<file path="src/rtl/cpu7_dmem_resp_if.sv">
// Pipeline-side data memory request/response bus.
// Master is the pipeline, slave is the response unit.
interface cpu7_dmem_resp_if;
  logic        data_req;
  logic [31:0] data_addr;
  logic        data_wr;
  logic [3:0]  data_wstrb;
  logic [31:0] data_wdata;
  logic        data_recv;
  logic        data_cancel;
  logic        data_addr_ok;
  logic        data_data_ok;
  logic [31:0] data_rdata;
  logic        data_exception;
  logic [5:0]  data_excode;
  logic [31:0] data_badvaddr;
  logic        data_req_empty;

  modport master (
    output data_req, data_addr, data_wr, data_wstrb,
    output data_wdata, data_recv, data_cancel,
    input  data_addr_ok, data_data_ok, data_rdata,
    input  data_exception, data_excode, data_badvaddr,
    input  data_req_empty
  );

  modport slave (
    input  data_req, data_addr, data_wr, data_wstrb,
    input  data_wdata, data_recv, data_cancel,
    output data_addr_ok, data_data_ok, data_rdata,
    output data_exception, data_excode, data_badvaddr,
    output data_req_empty
  );
endinterface

</file>
<file path="src/rtl/cpu7_dmem_resp.sv">
// Data memory response unit: 2-entry in-order queue
// over a synchronous SRAM with alignment checking.
module cpu7_dmem_resp #(
  parameter int RAM_AW = 10,
  parameter int DEPTH  = 2
) (
  input  logic              clk,
  input  logic              reset,
  cpu7_dmem_resp_if.slave   bus,
  output logic              ram_en,
  output logic [3:0]        ram_we,
  output logic [RAM_AW-1:0] ram_addr,
  output logic [31:0]       ram_wdata,
  input  logic [31:0]       ram_rdata
);

  localparam logic [1:0] FULL = 2'(DEPTH);

  logic [1:0]  count;
  logic        head;
  logic        tail;
  logic [1:0]  valid;
  logic [1:0]  ready;
  logic [1:0]  exc;
  logic [31:0] data [2];
  logic [31:0] badv [2];
  logic        rd_pend;
  logic        rd_idx;

  logic misal;
  logic addr_ok;
  logic push;
  logic mem_acc;
  logic load_acc;
  logic data_ok;
  logic pop;
  logic unused_addr;

  assign unused_addr = ^bus.data_addr[31:RAM_AW+2];

  // Alignment rule per byte-lane pattern.
  always_comb begin
    misal = 1'b1;
    case (bus.data_wstrb)
      4'b1111: misal = |bus.data_addr[1:0];
      4'b0011,
      4'b1100: misal = bus.data_addr[0];
      4'b0001,
      4'b0010,
      4'b0100,
      4'b1000: misal = 1'b0;
      default: misal = 1'b1;
    endcase
  end

  assign addr_ok  = ~reset & (count < FULL) & ~bus.data_cancel;
  assign push     = bus.data_req & addr_ok;
  assign mem_acc  = push & ~misal;
  assign load_acc = mem_acc & ~bus.data_wr;
  assign data_ok  = valid[head] & ready[head];
  assign pop      = data_ok & bus.data_recv & ~bus.data_cancel;

  assign ram_en    = mem_acc;
  assign ram_we    = (mem_acc & bus.data_wr) ? bus.data_wstrb : 4'b0;
  assign ram_addr  = bus.data_addr[RAM_AW+1:2];
  assign ram_wdata = bus.data_wdata;

  assign bus.data_addr_ok   = addr_ok;
  assign bus.data_data_ok   = data_ok;
  assign bus.data_rdata     = data_ok ? data[head] : 32'h0;
  assign bus.data_exception = data_ok & exc[head];
  assign bus.data_excode    = (data_ok & exc[head]) ? 6'h09 : 6'h00;
  assign bus.data_badvaddr  = (data_ok & exc[head]) ? badv[head] : 32'h0;
  assign bus.data_req_empty = (count == 2'd0);

  // Queue control: pointers, count, valid/ready and load-in-flight tracking.
  always_ff @(posedge clk or posedge reset) begin
    if (reset) begin
      count   <= 2'd0;
      head    <= 1'b0;
      tail    <= 1'b0;
      valid   <= 2'b00;
      ready   <= 2'b00;
      exc     <= 2'b00;
      rd_pend <= 1'b0;
    end else if (bus.data_cancel) begin
      count   <= 2'd0;
      head    <= 1'b0;
      tail    <= 1'b0;
      valid   <= 2'b00;
      ready   <= 2'b00;
      rd_pend <= 1'b0;
    end else begin
      rd_pend <= load_acc;
      if (rd_pend) ready[rd_idx] <= 1'b1;
      if (push) begin
        valid[tail] <= 1'b1;
        ready[tail] <= ~load_acc;
        exc[tail]   <= misal;
        tail        <= ~tail;
      end
      if (pop) begin
        valid[head] <= 1'b0;
        head        <= ~head;
      end
      count <= count + 2'(push) - 2'(pop);
    end
  end

  // Entry payload: load data captured the cycle after the SRAM read.
  always_ff @(posedge clk) begin
    if (rd_pend) data[rd_idx] <= ram_rdata;
    if (push) begin
      data[tail] <= 32'h0;
      badv[tail] <= misal ? bus.data_addr : 32'h0;
    end
    if (load_acc) rd_idx <= tail;
  end

endmodule

</file>
<file path="src/flat_wrapper.sv">
// flat-port wrapper written by rule: the top's interface ports become plain ports
module cpu7_dmem_resp_flat 
#(
  parameter int RAM_AW = 10,
  parameter int DEPTH  = 2
)
  (clk, reset, ram_en, ram_we, ram_addr, ram_wdata, ram_rdata, bus_data_req, bus_data_addr, bus_data_wr, bus_data_wstrb, bus_data_wdata, bus_data_recv, bus_data_cancel, bus_data_addr_ok, bus_data_data_ok, bus_data_rdata, bus_data_exception, bus_data_excode, bus_data_badvaddr, bus_data_req_empty);
  cpu7_dmem_resp_if bus_i ();
  input  logic clk;
  input  logic reset;
  output logic ram_en;
  output logic [3:0] ram_we;
  output logic [RAM_AW-1:0] ram_addr;
  output logic [31:0] ram_wdata;
  input  logic [31:0] ram_rdata;
  input wire logic [$bits(bus_i.data_req)-1:0] bus_data_req;
  input wire logic [$bits(bus_i.data_addr)-1:0] bus_data_addr;
  input wire logic [$bits(bus_i.data_wr)-1:0] bus_data_wr;
  input wire logic [$bits(bus_i.data_wstrb)-1:0] bus_data_wstrb;
  input wire logic [$bits(bus_i.data_wdata)-1:0] bus_data_wdata;
  input wire logic [$bits(bus_i.data_recv)-1:0] bus_data_recv;
  input wire logic [$bits(bus_i.data_cancel)-1:0] bus_data_cancel;
  output wire logic [$bits(bus_i.data_addr_ok)-1:0] bus_data_addr_ok;
  output wire logic [$bits(bus_i.data_data_ok)-1:0] bus_data_data_ok;
  output wire logic [$bits(bus_i.data_rdata)-1:0] bus_data_rdata;
  output wire logic [$bits(bus_i.data_exception)-1:0] bus_data_exception;
  output wire logic [$bits(bus_i.data_excode)-1:0] bus_data_excode;
  output wire logic [$bits(bus_i.data_badvaddr)-1:0] bus_data_badvaddr;
  output wire logic [$bits(bus_i.data_req_empty)-1:0] bus_data_req_empty;
  assign bus_i.data_req = bus_data_req;
  assign bus_i.data_addr = bus_data_addr;
  assign bus_i.data_wr = bus_data_wr;
  assign bus_i.data_wstrb = bus_data_wstrb;
  assign bus_i.data_wdata = bus_data_wdata;
  assign bus_i.data_recv = bus_data_recv;
  assign bus_i.data_cancel = bus_data_cancel;
  assign bus_data_addr_ok = bus_i.data_addr_ok;
  assign bus_data_data_ok = bus_i.data_data_ok;
  assign bus_data_rdata = bus_i.data_rdata;
  assign bus_data_exception = bus_i.data_exception;
  assign bus_data_excode = bus_i.data_excode;
  assign bus_data_badvaddr = bus_i.data_badvaddr;
  assign bus_data_req_empty = bus_i.data_req_empty;
  cpu7_dmem_resp #(.RAM_AW(RAM_AW), .DEPTH(DEPTH)) u_core (.clk(clk), .reset(reset), .bus(bus_i), .ram_en(ram_en), .ram_we(ram_we), .ram_addr(ram_addr), .ram_wdata(ram_wdata), .ram_rdata(ram_rdata));
endmodule
</file>
<file path="config.mk">
export PLATFORM = sky130hd
export DESIGN_NAME = cpu7_dmem_resp_flat
export DESIGN_NICKNAME = d
export VERILOG_FILES = /design/src/rtl/cpu7_dmem_resp_if.sv /design/src/rtl/cpu7_dmem_resp.sv /design/src/flat_wrapper.sv
export SDC_FILE = /design/constraint.sdc
export NUM_CORES = 1
export LEC_CHECK = 0
export BUFFER_PORTS_ARGS = -buffer_cell sky130_fd_sc_hd__buf_2
export CORE_ASPECT_RATIO = 1.5
export CORE_MARGIN = 5
export CORE_UTILIZATION = 54
export DETAILED_ROUTE_END_ITERATION = 10
export GPL_TIMING_DRIVEN = 0
export PLACE_DENSITY = 0.91
export RECOVER_POWER = 50
export SLEW_MARGIN = 15
export SYNTH_ARGS = -nofsm -noshare
export SYNTH_HDL_FRONTEND = slang
export SYNTH_SLANG_ARGS = --single-unit
</file>
<file path="constraint.sdc">
create_clock -name clk -period 6.4 [get_ports clk]
set_clock_uncertainty 0.05 [all_clocks]
set_input_delay 0.32 -clock clk [delete_from_list [all_inputs] [get_ports clk]]
set_output_delay 0.32 -clock clk [all_outputs]
set_load 0.1 [all_outputs]
</file>
==> impl_results.html, run 1 <==
<table>
<tr><th>Metric</th><th>Value</th></tr>
<tr><th colspan="2">Hold path</th></tr>
<tr><td>Hold path cells</td><td>2</td></tr>
<tr><td>Capture endpoint of the worst hold path</td><td>u_core.count[0]</td></tr>
<tr><td>Classification of the worst-slack hold path</td><td>in2reg</td></tr>
<tr><td>Hold Crit Start</td><td>bus_data_cancel</td></tr>
<tr><th colspan="2">Detailed routing</th></tr>
<tr><td>Drt first-iter violations</td><td>198</td></tr>
<tr><td>Post-Route WL</td><td>16000 um</td></tr>
<tr><td>Count of vias placed by the detailed router</td><td>5179</td></tr>
<tr><td>Wire length per cell</td><td>15.7 um</td></tr>
<tr><td>Number of optimization iterations in the first detailed-route pass</td><td>5</td></tr>
<tr><td>Remaining antenna violation count after routing</td><td>0</td></tr>
<tr><td>DRC</td><td>0</td></tr>
<tr><td>Post-detailed-route via-to-cell ratio</td><td>5.07</td></tr>
<tr><th colspan="2">Cells and area</th></tr>
<tr><td>Layout cells sized above 1</td><td>27.8%</td></tr>
<tr><td>Multi-input gate area in the final layout</td><td>2270 um^2</td></tr>
<tr><td>Sequential cell area in the final layout</td><td>3510 um^2</td></tr>
<tr><td>Antenna fix cells</td><td>0</td></tr>
<tr><td>Final nets</td><td>967</td></tr>
<tr><td>Commonest cells after routing, fill and taps aside</td><td>buf_2, nand2_1, nor2_1, clkbuf_1, a21oi_1</td></tr>
<tr><td>P&amp;R area growth vs syn</td><td>25.2%</td></tr>
<tr><td>Final-layout fill cell count</td><td>921</td></tr>
<tr><td>Most frequent standard cell in the layout excluding fill and tap cells</td><td>buf_2</td></tr>
<tr><th colspan="2">Worst setup path</th></tr>
<tr><td>Critical path type</td><td>in2reg</td></tr>
<tr><td>Number of cell instances on the worst register-to-register path</td><td>5</td></tr>
<tr><td>Type of destination of the critical path</td><td>flip-flop</td></tr>
<tr><td>Source of the worst register-to-register timing path</td><td>u_core.count[1]</td></tr>
<tr><td>Worst EP required</td><td>6.38 ns</td></tr>
<tr><td>Type of origin of the critical path</td><td>primary input</td></tr>
<tr><td>Maximum fanout along the worst path</td><td>41</td></tr>
<tr><td>Worst path arrival time</td><td>3.09 ns</td></tr>
<tr><td>Worst reg2reg setup slack</td><td>3.44 ns</td></tr>
<tr><td>Worst flop-to-flop path endpoint</td><td>u_core.badv[0][14]</td></tr>
<tr><th colspan="2">Die</th></tr>
<tr><td>Die Y</td><td>143 um</td></tr>
<tr><td>Total core area</td><td>11500 um^2</td></tr>
<tr><td>Core Rows</td><td>48</td></tr>
<tr><td>Number of primary I/O pins</td><td>227</td></tr>
<tr><td>Width of the die</td><td>98.8 um</td></tr>
<tr><td>Initial cell density of the core</td><td>55.3%</td></tr>
<tr><td>Die area</td><td>14100 um^2</td></tr>
<tr><th colspan="2">CTS</th></tr>
<tr><td>Total clock sinks</td><td>140</td></tr>
<tr><td>Clock slew at the register clock pins of the worst setup and hold paths</td><td>0.06 ns</td></tr>
<tr><td>Clock insertion delay at the later pin of the skew report</td><td>0.40 ns</td></tr>
<tr><td>Total number of H-tree levels</td><td>4</td></tr>
<tr><td>Setup bufs post-CTS</td><td>0</td></tr>
<tr><td>CTS Root Buffer Type</td><td>clkbuf_16</td></tr>
<tr><td>Clock tree from TritonCTS</td><td>yes</td></tr>
<tr><td>Number of gates resized after cts</td><td>0</td></tr>
<tr><td>Total clock buffers created by CTS</td><td>17</td></tr>
<tr><td>Maximum buffer depth of the clock tree</td><td>2</td></tr>
<tr><th colspan="2">Synthesis</th></tr>
<tr><td>Synth Cell Area</td><td>6380 um^2</td></tr>
<tr><td>Post-synthesis register bit count</td><td>140</td></tr>
<tr><td>Synth Warn #</td><td>0</td></tr>
<tr><td>Post-synthesis sequential area ratio</td><td>55.0%</td></tr>
<tr><td>Synthesized netlist cell count</td><td>648</td></tr>
<tr><td>Mean cell area of the mapped netlist</td><td>9.85 um^2</td></tr>
<tr><td>Number of distinct standard cells referenced by the synthesized netlist</td><td>42</td></tr>
<tr><th colspan="2">Power and ir drop</th></tr>
<tr><td>Power, Total</td><td>2.32 mW</td></tr>
<tr><td>Cell Pwr Density</td><td>291 nW/um^2</td></tr>
<tr><td>Max IR drop VDD</td><td>0.000267 V</td></tr>
<tr><td>Leak</td><td>3.24 nW</td></tr>
<tr><th colspan="2">GRT</th></tr>
<tr><td>Vias in the first global route</td><td>5224</td></tr>
<tr><td>Largest net degree at the start of global routing</td><td>42</td></tr>
<tr><td>Total congestion overflow after global routing</td><td>0</td></tr>
<tr><td>GRT Util Overall</td><td>22.4%</td></tr>
<tr><td>Number of antenna violations at the first check in global routing</td><td>0</td></tr>
<tr><td>First-pass GRT wire length</td><td>25100 um</td></tr>
<tr><th colspan="2">Timing</th></tr>
<tr><td>Post-layout min period</td><td>3.12 ns</td></tr>
<tr><td>Final Hold Vio Count</td><td>0</td></tr>
<tr><td>Number of setup violations in the final report</td><td>0</td></tr>
<tr><td>Final Max Slew Viols</td><td>0</td></tr>
<tr><td>Maximum frequency from static timing analysis</td><td>321 MHz</td></tr>
<tr><td>Setup_tns</td><td>0 ns</td></tr>
<tr><td>Setup repair after global routing missed its margin</td><td>false</td></tr>
<tr><td>Headroom to the max-slew limit</td><td>21.8%</td></tr>
<tr><td>Crit path setup slack, layout</td><td>3.28 ns</td></tr>
<tr><td>Hold Slack</td><td>0.0686 ns</td></tr>
<tr><td>Final worst path period share</td><td>48.7%</td></tr>
<tr><td>Actual slew at the worst max-slew pin</td><td>1.18 ns</td></tr>
<tr><th colspan="2">Outcome</th></tr>
<tr><td>Outcome</td><td>finished clean</td></tr>
<tr><th colspan="2">Place</th></tr>
<tr><td>Post-placement setup slack</td><td>3.79 ns</td></tr>
<tr><td>Buffers added on ports</td><td>188</td></tr>
<tr><td>Half-perimeter wire length after detailed placement</td><td>11600 um</td></tr>
<tr><td>Placer congestion estimate</td><td>0.772</td></tr>
<tr><th colspan="2">Run</th></tr>
<tr><td>Max-cap violations</td><td>0</td></tr>
</table>
-- metrics by stage --
step | cell area [um^2] | std cells | utilization, %
floorplan | 6390 | 651 | -
global placement | 7520 | 989 | 65.2
detailed placement | 7520 | 989 | 65.2
CTS | 8080 | 1022 | 70.1
global route | 7990 | 1022 | 69.2
finish | 7990 | 1022 | 69.2
-- per-layer routing --
| layer | vias to the layer above | wire length [um] | GRT usage (%) | share of wire, % |
|---|---|---|---|---|
| met5 | - | 0 | 0 | 0 |
| met4 | 0 | 274 | 8.13 | 1.7 |
| met3 | 25 | 1280 | 6.55 | 8.0 |
| met2 | 223 | 8760 | 43.0 | 55 |
| met1 | 2402 | 5710 | 22.4 | 36 |
| li1 | 2529 | - | - | - |
-- kinds of logic (layout without fill, tap and decap cells) --
group	after synthesis	count (layout)	synth area share, %
other cells	1	4	0.0588
xor+xnor	2	2	0.275
fa+ha+maj	2	2	0.392
flops	140	140	55.0
mux	67	67	10.6
simple gates	262	262	17.7
buf+inv	98	319	9.39
compound gates	76	76	6.69
-- power by group --
group / internal [mW] / switching (mW) / total (mW)
clock network: 0.531 / 0.366 / 0.898
logic: 0.108 / 0.234 / 0.341
registers: 1.04 / 0.0460 / 1.08
total: 1.68 / 0.646 / 2.32
-- flip-flops by register name, summed over array words and instances (netlist names) --
name	count
u_core.badv	64
u_core.count	2
u_core.data	64
u_core.exc	2
u_core.head	1
u_core.rd_idx	1
u_core.rd_pend	1
u_core.ready	2
u_core.tail	1
u_core.valid	2
-- critical path: stages --
cell,delay (ns)
dlygate4sd3_1,0.54
clkbuf_1,0.12
or4b_1,0.61
clkinvlp_2,0.25
nand2_1,0.15
clkinvlp_2,0.27
buf_2,0.82
-- cell usage after synthesis --
cell	number	share of area [%]
mux2_2	2	0.35
inv_1	5	0.29
nor2b_1	2	0.20
dfxtp_1	64	20
edfxtp_1	65	31
inv_2	2	0.12
nand2_4	1	0.18
or3_1	1	0.098
xor2_1	1	0.14
a32oi_2	1	0.26
mux2i_1	65	10
o211a_2	1	0.16
nand3_1	5	0.39
ha_1	2	0.39
a311oi_2	1	0.24
nand4_1	1	0.098
a22oi_1	1	0.12
nor2b_2	1	0.14
a41o_1	1	0.16
and2_1	33	3.2
xnor2_1	1	0.14
nor2_1	78	4.6
buf_2	15	1.2
dfrtp_1	11	4.3
or2_2	1	0.098
buf_1	1	0.059
nor3_1	3	0.24
clkbuf_1	20	1.2
or4b_4	1	0.22
a21oi_1	67	5.3
a31oi_1	1	0.098
nand2b_1	1	0.098
o31a_1	3	0.41
nand2_1	131	7.7
clkinv_2	1	0.078
clkinv_4	1	0.14
or4b_1	1	0.16
buf_4	51	6.0
nand2_2	1	0.098
nor3b_1	1	0.12
buf_6	2	0.35
conb_1	1	0.059
-- cell type report --
| type | instances | share of cell area [%] |
|---|---|---|
| inverter | 9 | 0.454 |
| tap | 150 | 2.35 |
| timing repair buffer | 189 | 11.2 |
| multi-input combinational | 413 | 28.4 |
| clock buffer | 17 | 5.33 |
| sequential | 140 | 43.9 |
| clock inverter | 15 | 1.55 |
| buffer | 89 | 6.75 |
-- how the worst max path moves through the flow --
stage                           start                     to  cells after the start
final                           reset     u_core.badv[0][14]                      7
after detailed placement  u_core.head  bus_data_badvaddr[31]                      8
after global placement    u_core.head  bus_data_badvaddr[31]                      8
after floorplan           u_core.head  bus_data_badvaddr[10]                      7
after global routing            reset     u_core.badv[0][14]                      7
after CTS                 u_core.head  bus_data_badvaddr[31]                      8
-- what timing repair did --
item,CTS,global route
setup endpoints to repair,0,0
hold endpoints to repair,11,0
hold buffers,1,0
Power figures use the tool's default switching activity.
==> inputs of run 2 (changes only) <==
CORE_UTILIZATION = 50   (was 54)
PLACE_DENSITY = 0.85   (was 0.91)
clock period = 3 ns   (was 6.4 ns; I/O delays follow)
==> run 2 against run 1 <==
Clock power rose by 130%. Total power is 120% higher. Worst setup slack got worse by 3.2 ns. Cell area up 7.6%. Via count grew 4.4%. Global-route usage rose by 0.082 points. Final cell count up 6.1%. Wire length increased by 7.7%. Critical path type is now reg2out. Die area grew 7.3%. Combinational power grew 130%. Sequential power is 110% higher.
==> impl_results.html, run 2 (same netlist as run 1, synthesis figures left out) <==
<table>
<tr><th>Metric</th><th>Value</th></tr>
<tr><th colspan="2">Cells and area</th></tr>
<tr><td>Commonest cells after routing, fill and taps aside</td><td>buf_2, nand2_1, nor2_1, clkbuf_1, a21oi_1</td></tr>
<tr><td>Final-layout fill cell count</td><td>977 (+6.1%)</td></tr>
<tr><td>Antenna fix cells</td><td>0 (unchanged)</td></tr>
<tr><td>Largest regs</td><td>u_core.badv: 64 flops, u_core.data: 64 flops</td></tr>
<tr><td>Layout cells sized above 1</td><td>26.4% (-1.4 points)</td></tr>
<tr><td>Final nets</td><td>1023 (+5.8%)</td></tr>
<tr><td>P&amp;R area growth vs syn</td><td>34.7%</td></tr>
<tr><td>Most frequent standard cell in the layout excluding fill and tap cells</td><td>buf_2</td></tr>
<tr><th colspan="2">GRT</th></tr>
<tr><td>First-pass GRT wire length</td><td>26500 um (+5.8%)</td></tr>
<tr><td>Total congestion overflow after global routing</td><td>0 (unchanged)</td></tr>
<tr><td>Largest net degree at the start of global routing</td><td>42 (unchanged)</td></tr>
<tr><td>Vias in the first global route</td><td>5557 (+6.4%)</td></tr>
<tr><td>Number of antenna violations at the first check in global routing</td><td>0 (unchanged)</td></tr>
<tr><td>GRT Util Overall</td><td>22.4% (+0.082 points)</td></tr>
<tr><th colspan="2">CTS</th></tr>
<tr><td>Total number of H-tree levels</td><td>4 (unchanged)</td></tr>
<tr><td>Clock tree from TritonCTS</td><td>yes</td></tr>
<tr><td>Total clock buffers created by CTS</td><td>17 (unchanged)</td></tr>
<tr><td>Maximum buffer depth of the clock tree</td><td>2 (unchanged)</td></tr>
<tr><td>CTS Root Buffer Type</td><td>clkbuf_16</td></tr>
<tr><td>Total clock sinks</td><td>140 (unchanged)</td></tr>
<tr><td>Clock insertion delay at the later pin of the skew report</td><td>0.41 ns (about the same)</td></tr>
<tr><td>Clock slew at the register clock pins of the worst setup and hold paths</td><td>0.07 ns (about the same)</td></tr>
<tr><th colspan="2">Worst setup path</th></tr>
<tr><td>Buffering stage count on the worst path with inverters included</td><td>4 (-1)</td></tr>
<tr><td>Critical path type</td><td>reg2out</td></tr>
<tr><td>CP Cell Sequence</td><td>buf_2 -&gt; nor2b_2 -&gt; a32oi_4 -&gt; or2_2 -&gt; clkbuf_1 -&gt; buf_2 -&gt; nor2_1 -&gt; buf_2</td></tr>
<tr><td>Most repeated library cell on the critical path</td><td>buf_2</td></tr>
<tr><td>Type of destination of the critical path</td><td>primary output</td></tr>
<tr><td>Worst path arrival time</td><td>2.68 ns (-0.41 ns)</td></tr>
<tr><td>Longest individual stage delay on the worst path</td><td>0.45 ns (-0.37 ns)</td></tr>
<tr><td>Cell family with the largest share of critical-path delay</td><td>buffers and inverters</td></tr>
<tr><td>Type of origin of the critical path</td><td>flip-flop</td></tr>
<tr><td>Worst EP required</td><td>2.80 ns (-3.58 ns)</td></tr>
<tr><td>Cell at the slowest stage of the critical path</td><td>buf_2</td></tr>
<tr><td>Maximum fanout along the worst path</td><td>10 (-76%)</td></tr>
<tr><th colspan="2">Timing</th></tr>
<tr><td>Headroom to the max-slew limit</td><td>20.7% (-1.1 points)</td></tr>
<tr><td>Maximum frequency from static timing analysis</td><td>347 MHz</td></tr>
<tr><td>Setup_tns</td><td>0 ns (unchanged)</td></tr>
<tr><td>Actual slew at the worst max-slew pin</td><td>1.19 ns (+0.0165 ns)</td></tr>
<tr><td>Final worst path period share</td><td>96.1%</td></tr>
<tr><td>Crit path setup slack, layout</td><td>0.118 ns (-3.16 ns)</td></tr>
<tr><td>Final Hold Vio Count</td><td>0 (unchanged)</td></tr>
<tr><td>Final Max Slew Viols</td><td>0 (unchanged)</td></tr>
<tr><td>Post-layout min period</td><td>2.88 ns</td></tr>
<tr><td>Number of setup violations in the final report</td><td>0 (unchanged)</td></tr>
<tr><td>Setup repair after global routing missed its margin</td><td>false</td></tr>
<tr><th colspan="2">Die</th></tr>
<tr><td>Die area</td><td>15200 um^2 (+7.3%)</td></tr>
<tr><td>Initial cell density of the core</td><td>51.0% (-4.3 points)</td></tr>
<tr><td>Width of the die</td><td>102 um (+3.5%)</td></tr>
<tr><td>Number of primary I/O pins</td><td>227 (unchanged)</td></tr>
<tr><td>Total core area</td><td>12500 um^2 (+8.5%)</td></tr>
<tr><td>Die Y</td><td>148 um (+3.7%)</td></tr>
<tr><td>Core Rows</td><td>50 (+4.2%)</td></tr>
<tr><th colspan="2">Power and ir drop</th></tr>
<tr><td>Leak</td><td>3.49 nW (+7.8%)</td></tr>
<tr><td>Power, Total</td><td>5.15 mW (+120%)</td></tr>
<tr><td>Cell Pwr Density</td><td>599 nW/um^2 (+110%)</td></tr>
<tr><td>Max IR drop VDD</td><td>0.000429 V (+61%)</td></tr>
<tr><th colspan="2">Detailed routing</th></tr>
<tr><td>Number of optimization iterations in the first detailed-route pass</td><td>5 (unchanged)</td></tr>
<tr><td>Drt first-iter violations</td><td>133 (-33%)</td></tr>
<tr><td>Post-detailed-route via-to-cell ratio</td><td>4.99 (-1.6%)</td></tr>
<tr><td>DRC</td><td>0 (unchanged)</td></tr>
<tr><td>Wire length per cell</td><td>15.9 um (+1.6%)</td></tr>
<tr><td>Post-Route WL</td><td>17300 um (+7.7%)</td></tr>
<tr><td>Count of vias placed by the detailed router</td><td>5408 (+4.4%)</td></tr>
<tr><td>Remaining antenna violation count after routing</td><td>0 (unchanged)</td></tr>
<tr><th colspan="2">Run</th></tr>
<tr><td>Max-cap violations</td><td>0 (unchanged)</td></tr>
<tr><th colspan="2">Place</th></tr>
<tr><td>Buffers added on ports</td><td>188 (unchanged)</td></tr>
<tr><td>Placer congestion estimate</td><td>0.814 (+5.5%)</td></tr>
<tr><td>Half-perimeter wire length after detailed placement</td><td>11700 um (+0.77%)</td></tr>
<tr><td>Post-placement setup slack</td><td>0.483 ns (-3.30 ns)</td></tr>
<tr><th colspan="2">Hold path</th></tr>
<tr><td>Classification of the worst-slack hold path</td><td>in2reg</td></tr>
<tr><th colspan="2">Outcome</th></tr>
<tr><td>Outcome</td><td>finished clean</td></tr>
</table>
[run 2: worst paths after layout]
check / from / end / slack [ns] / cells past startpoint
min in group asynchronous: reset / u_core.count[1] / 0.25 / 3
hold / removal: bus_data_addr[11] / u_core.badv[1][11] / 0.02 / 2
setup / recovery: u_core.head / bus_data_badvaddr[31] / 0.12 / 8
setup reg to reg: u_core.count[1] / u_core.badv[0][29] / 0.21 / 5
max in group asynchronous: reset / u_core.valid[0] / 2.35 / 3
hold reg to reg: u_core.data[1][17] / u_core.data[1][17] / 0.40 / 2
[run 2: cell type report]
cell class / count / area (um^2) / area share, %
buffer: 89 / 541 / 6.29
clock buffer: 17 / 425 / 4.95
clock inverter: 15 / 155 / 1.80
inverter: 9 / 36.3 / 0.422
multi-input combinational: 413 / 2280 / 26.5
sequential: 140 / 3510 / 40.8
tap: 156 / 195 / 2.27
timing repair buffer: 245 / 1450 / 16.9
[run 2: worst reg2reg max path, cell delays in order, from the launching register on]
cell,delay (ns)
dfrtp_1,0.41
or4b_1,0.60
clkinvlp_2,0.24
nand2_1,0.16
clkinv_2,0.15
buf_2,0.77
[run 2: per-stage QoR]
stage | cells | area, um^2 | hold WS, ns | utilization [%]
after floorplan | 651 | 6390 | -0.0476 | -
after global placement | 995 | 7530 | 0.130 | 60.2
after detailed placement | 995 | 7530 | 0.137 | 60.2
after CTS | 1084 | 8680 | 0.000731 | 69.4
after global routing | 1084 | 8600 | 0.0302 | 68.7
final | 1084 | 8600 | 0.0231 | 68.7
[run 2: power breakdown]
part / total (mW) / internal, mW / switching [mW]
sequential: 2.31 / 2.22 / 0.0964
clock: 2.04 / 1.17 / 0.872
combinational: 0.790 / 0.277 / 0.513
total: 5.15 / 3.66 / 1.48
[run 2: repair_timing]
item,CTS,global route
setup buffers,0,0
endpoints found under the setup margin,0,3
endpoints found under the hold margin,125,0
hold buffers,57,0
resized for setup,0,1
[run 2: per-layer routing]
| layer | routed length, um | up-vias | GRT usage [%] | share of wire [%] |
|---|---|---|---|---|
| met5 | 0 | - | 0 | 0 |
| met4 | 348 | 0 | 8.34 | 2.0 |
| met3 | 1480 | 31 | 6.05 | 8.6 |
| met2 | 9290 | 232 | 42.4 | 54 |
| met1 | 6140 | 2492 | 23.0 | 36 |
| li1 | - | 2653 | - | - |
==> inputs of run 3 (changes only) <==
PLACE_DENSITY = 0.84   (was 0.85)
==> run 3 against run 2 <==
Global-route usage about the same. Wire length increased by 0.41%. Final cell count increased by 0.28%. Fmax increased by 0.97%. Largest cell class unchanged. Largest power group unchanged. Highest routed layer unchanged.
==> impl_results.html, run 3 (same netlist as run 1, synthesis figures left out) <==
<table>
<tr><th>Metric</th><th>Value</th></tr>
<tr><th colspan="2">Detailed routing</th></tr>
<tr><td>Number of optimization iterations in the first detailed-route pass</td><td>4 (-1)</td></tr>
<tr><td>Post-Route WL</td><td>17300 um (+0.41%)</td></tr>
<tr><td>Routed length on met1</td><td>6300 um (+2.5%)</td></tr>
<tr><td>Count of vias placed by the detailed router</td><td>5462 (+1.0%)</td></tr>
<tr><td>Post-detailed-route via-to-cell ratio</td><td>5.02 (+0.72%)</td></tr>
<tr><td>Met2 wire length</td><td>9270 um (-0.22%)</td></tr>
<tr><td>WL met3</td><td>1360 um (-7.8%)</td></tr>
<tr><td>Remaining antenna violation count after routing</td><td>0 (unchanged)</td></tr>
<tr><td>DRC</td><td>0 (unchanged)</td></tr>
<tr><td>Wire length per cell</td><td>15.9 um (+0.13%)</td></tr>
<tr><td>Highest metal used</td><td>met4</td></tr>
<tr><td>Drt first-iter violations</td><td>155 (+17%)</td></tr>
<tr><th colspan="2">Timing</th></tr>
<tr><td>Actual slew at the worst max-slew pin</td><td>1.21 ns (+0.0145 ns)</td></tr>
<tr><td>Post-layout min period</td><td>2.85 ns (-0.0278 ns)</td></tr>
<tr><td>Final worst path period share</td><td>95.1% (-0.93 points)</td></tr>
<tr><td>Final Max Slew Viols</td><td>0 (unchanged)</td></tr>
<tr><td>Setup_tns</td><td>0 ns (unchanged)</td></tr>
<tr><td>Setup repair after global routing missed its margin</td><td>false</td></tr>
<tr><td>Maximum frequency from static timing analysis</td><td>350 MHz (+0.97%)</td></tr>
<tr><td>Headroom to the max-slew limit</td><td>19.8% (-0.96 points)</td></tr>
<tr><td>Final Hold Vio Count</td><td>0 (unchanged)</td></tr>
<tr><td>Number of setup violations in the final report</td><td>0 (unchanged)</td></tr>
<tr><th colspan="2">Power and ir drop</th></tr>
<tr><td>Leak</td><td>3.50 nW (about the same)</td></tr>
<tr><td>Power, Total</td><td>5.14 mW (-0.12%)</td></tr>
<tr><td>Cell Pwr Density</td><td>596 nW/um^2 (-0.45%)</td></tr>
<tr><td>Max IR drop VDD</td><td>0.000531 V (+24%)</td></tr>
<tr><th colspan="2">CTS</th></tr>
<tr><td>Clock tree from TritonCTS</td><td>yes</td></tr>
<tr><td>Clock insertion delay at the later pin of the skew report</td><td>0.41 ns (about the same)</td></tr>
<tr><td>Maximum buffer depth of the clock tree</td><td>2 (unchanged)</td></tr>
<tr><td>Setup bufs post-CTS</td><td>0 (unchanged)</td></tr>
<tr><td>Total clock buffers created by CTS</td><td>17 (unchanged)</td></tr>
<tr><td>CTS Root Buffer Type</td><td>clkbuf_16</td></tr>
<tr><td>Total number of H-tree levels</td><td>4 (unchanged)</td></tr>
<tr><td>Total clock sinks</td><td>140 (unchanged)</td></tr>
<tr><td>Clock slew at the register clock pins of the worst setup and hold paths</td><td>0.06 ns (about the same)</td></tr>
<tr><th colspan="2">Die</th></tr>
<tr><td>Die area</td><td>15200 um^2 (unchanged)</td></tr>
<tr><td>Core Rows</td><td>50 (unchanged)</td></tr>
<tr><td>Total core area</td><td>12500 um^2 (unchanged)</td></tr>
<tr><td>Initial cell density of the core</td><td>51.0% (unchanged)</td></tr>
<tr><td>Width of the die</td><td>102 um (unchanged)</td></tr>
<tr><td>Die Y</td><td>148 um (unchanged)</td></tr>
<tr><td>Number of primary I/O pins</td><td>227 (unchanged)</td></tr>
<tr><th colspan="2">Place</th></tr>
<tr><td>Buffers added on ports</td><td>188 (unchanged)</td></tr>
<tr><td>Post-detailed-placement cell area</td><td>7530 um^2 (unchanged)</td></tr>
<tr><td>Half-perimeter wire length after detailed placement</td><td>11700 um (-0.58%)</td></tr>
<tr><td>Number of placed instances, taps included</td><td>995 (unchanged)</td></tr>
<tr><td>Placer congestion estimate</td><td>0.819 (+0.52%)</td></tr>
<tr><th colspan="2">Worst setup path</th></tr>
<tr><td>Worst reg2reg setup slack</td><td>0.23 ns (+0.02 ns)</td></tr>
<tr><td>Worst path arrival time</td><td>2.65 ns (-0.03 ns)</td></tr>
<tr><td>Worst EP required</td><td>2.80 ns (about the same)</td></tr>
<tr><td>Critical path type</td><td>reg2out</td></tr>
<tr><td>Type of origin of the critical path</td><td>flip-flop</td></tr>
<tr><td>Maximum fanout along the worst path</td><td>10 (unchanged)</td></tr>
<tr><td>Worst flop-to-flop path endpoint</td><td>u_core.badv[0][25]</td></tr>
<tr><td>Type of destination of the critical path</td><td>primary output</td></tr>
<tr><td>Number of cell instances on the worst register-to-register path</td><td>5 (unchanged)</td></tr>
<tr><td>Source of the worst register-to-register timing path</td><td>u_core.count[1]</td></tr>
<tr><th colspan="2">Cells and area</th></tr>
<tr><td>Antenna fix cells</td><td>0 (unchanged)</td></tr>
<tr><td>Cell area after layout</td><td>8620 um^2 (+0.33%)</td></tr>
<tr><td>Final core utilization</td><td>68.9% (+0.23 points)</td></tr>
<tr><td>P&amp;R area growth vs syn</td><td>35.2%</td></tr>
<tr><td>Final nets</td><td>1026 (+0.29%)</td></tr>
<tr><td>Layout cells sized above 1</td><td>25.9% (-0.51 points)</td></tr>
<tr><td>Count of placed standard cells in the final layout, fillers left out</td><td>1087 (+0.28%)</td></tr>
<tr><td>Most frequent standard cell in the layout excluding fill and tap cells</td><td>buf_2</td></tr>
<tr><td>Commonest cells after routing, fill and taps aside</td><td>buf_2, nand2_1, nor2_1, clkbuf_1, a21oi_1</td></tr>
<tr><td>Largest regs</td><td>u_core.badv: 64 flops, u_core.data: 64 flops</td></tr>
<tr><th colspan="2">Hold path</th></tr>
<tr><td>Classification of the worst-slack hold path</td><td>in2reg</td></tr>
<tr><td>Hold path cells</td><td>2 (unchanged)</td></tr>
<tr><td>Hold Crit Start</td><td>bus_data_addr[1]</td></tr>
<tr><td>Capture endpoint of the worst hold path</td><td>u_core.badv[0][1]</td></tr>
<tr><th colspan="2">GRT</th></tr>
<tr><td>Total congestion overflow after global routing</td><td>0 (unchanged)</td></tr>
<tr><td>First-pass GRT wire length</td><td>26400 um (-0.39%)</td></tr>
<tr><td>GRT Util Overall</td><td>22.5% (+0.027 points)</td></tr>
<tr><td>Largest net degree at the start of global routing</td><td>42 (unchanged)</td></tr>
<tr><td>Number of antenna violations at the first check in global routing</td><td>0 (unchanged)</td></tr>
<tr><td>Vias in the first global route</td><td>5464 (-1.7%)</td></tr>
<tr><th colspan="2">Run</th></tr>
<tr><td>Max-cap violations</td><td>0 (unchanged)</td></tr>
<tr><th colspan="2">Outcome</th></tr>
<tr><td>Outcome</td><td>finished clean</td></tr>
</table>
-- run 3: power breakdown --
| part | switching (mW) | leakage [nW] | internal (mW) | total [mW] |
|---|---|---|---|---|
| registers | 0.0948 | 1.27 | 2.22 | 2.31 |
| clock network | 0.808 | 0.272 | 1.23 | 2.04 |
| logic | 0.513 | 1.95 | 0.280 | 0.793 |
| total | 1.42 | 3.50 | 3.72 | 5.14 |
-- run 3: worst max path at each step --
stage | startpoint | end | cells past startpoint
after CTS | u_core.ready[0] | bus_data_excode[0] | 8
after floorplan | u_core.head | bus_data_badvaddr[10] | 7
after global placement | u_core.count[1] | u_core.badv[0][21] | 5
final | u_core.head | bus_data_excode[0] | 9
after detailed placement | u_core.count[1] | u_core.badv[0][25] | 5
after global routing | u_core.head | bus_data_excode[0] | 9
-- run 3: metrics by stage --
stage	setup slack (ns)	hold WS [ns]
2_1_floorplan	0.166	-0.0476
3_3_place_gp	0.452	0.132
3_5_place_dp	0.464	0.137
4_1_cts	0.0398	0.000618
5_1_grt	0.0265	0.0108
6_report	0.146	0.0171
-- run 3: area by class of cell --
class,count,area [um^2]
buffer,89,539
fill,983,3890
inverter,9,36.3
timing repair buffer,248,1490
clock buffer,19,433
tap,156,195
sequential,140,3510
clock inverter,13,144
multi-input combinational,413,2280
-- run 3: critical path: stages, from the launching register on --
cell,delay (ns)
dfrtp_1,0.35
buf_2,0.17
nor2b_2,0.22
a32oi_4,0.15
or2_2,0.34
clkbuf_1,0.17
buf_2,0.23
inv_2,0.09
buf_4,0.11
buf_2,0.41
-- run 3: routing by layer --
layer  vias up  global-route usage (%)
met5         -                       0
met3        36                    6.29
met2       221                    42.5
met4         0                    7.94
li1       2652                       -
met1      2553                    22.9
-- run 3: what timing repair did --
| item | 4_1_cts | 5_1_grt |
|---|---|---|
| endpoints found under the setup margin | 0 | 3 |
| hold buffers | 60 | 0 |
| resized for setup | 0 | 2 |
| endpoints found under the hold margin | 132 | 0 |
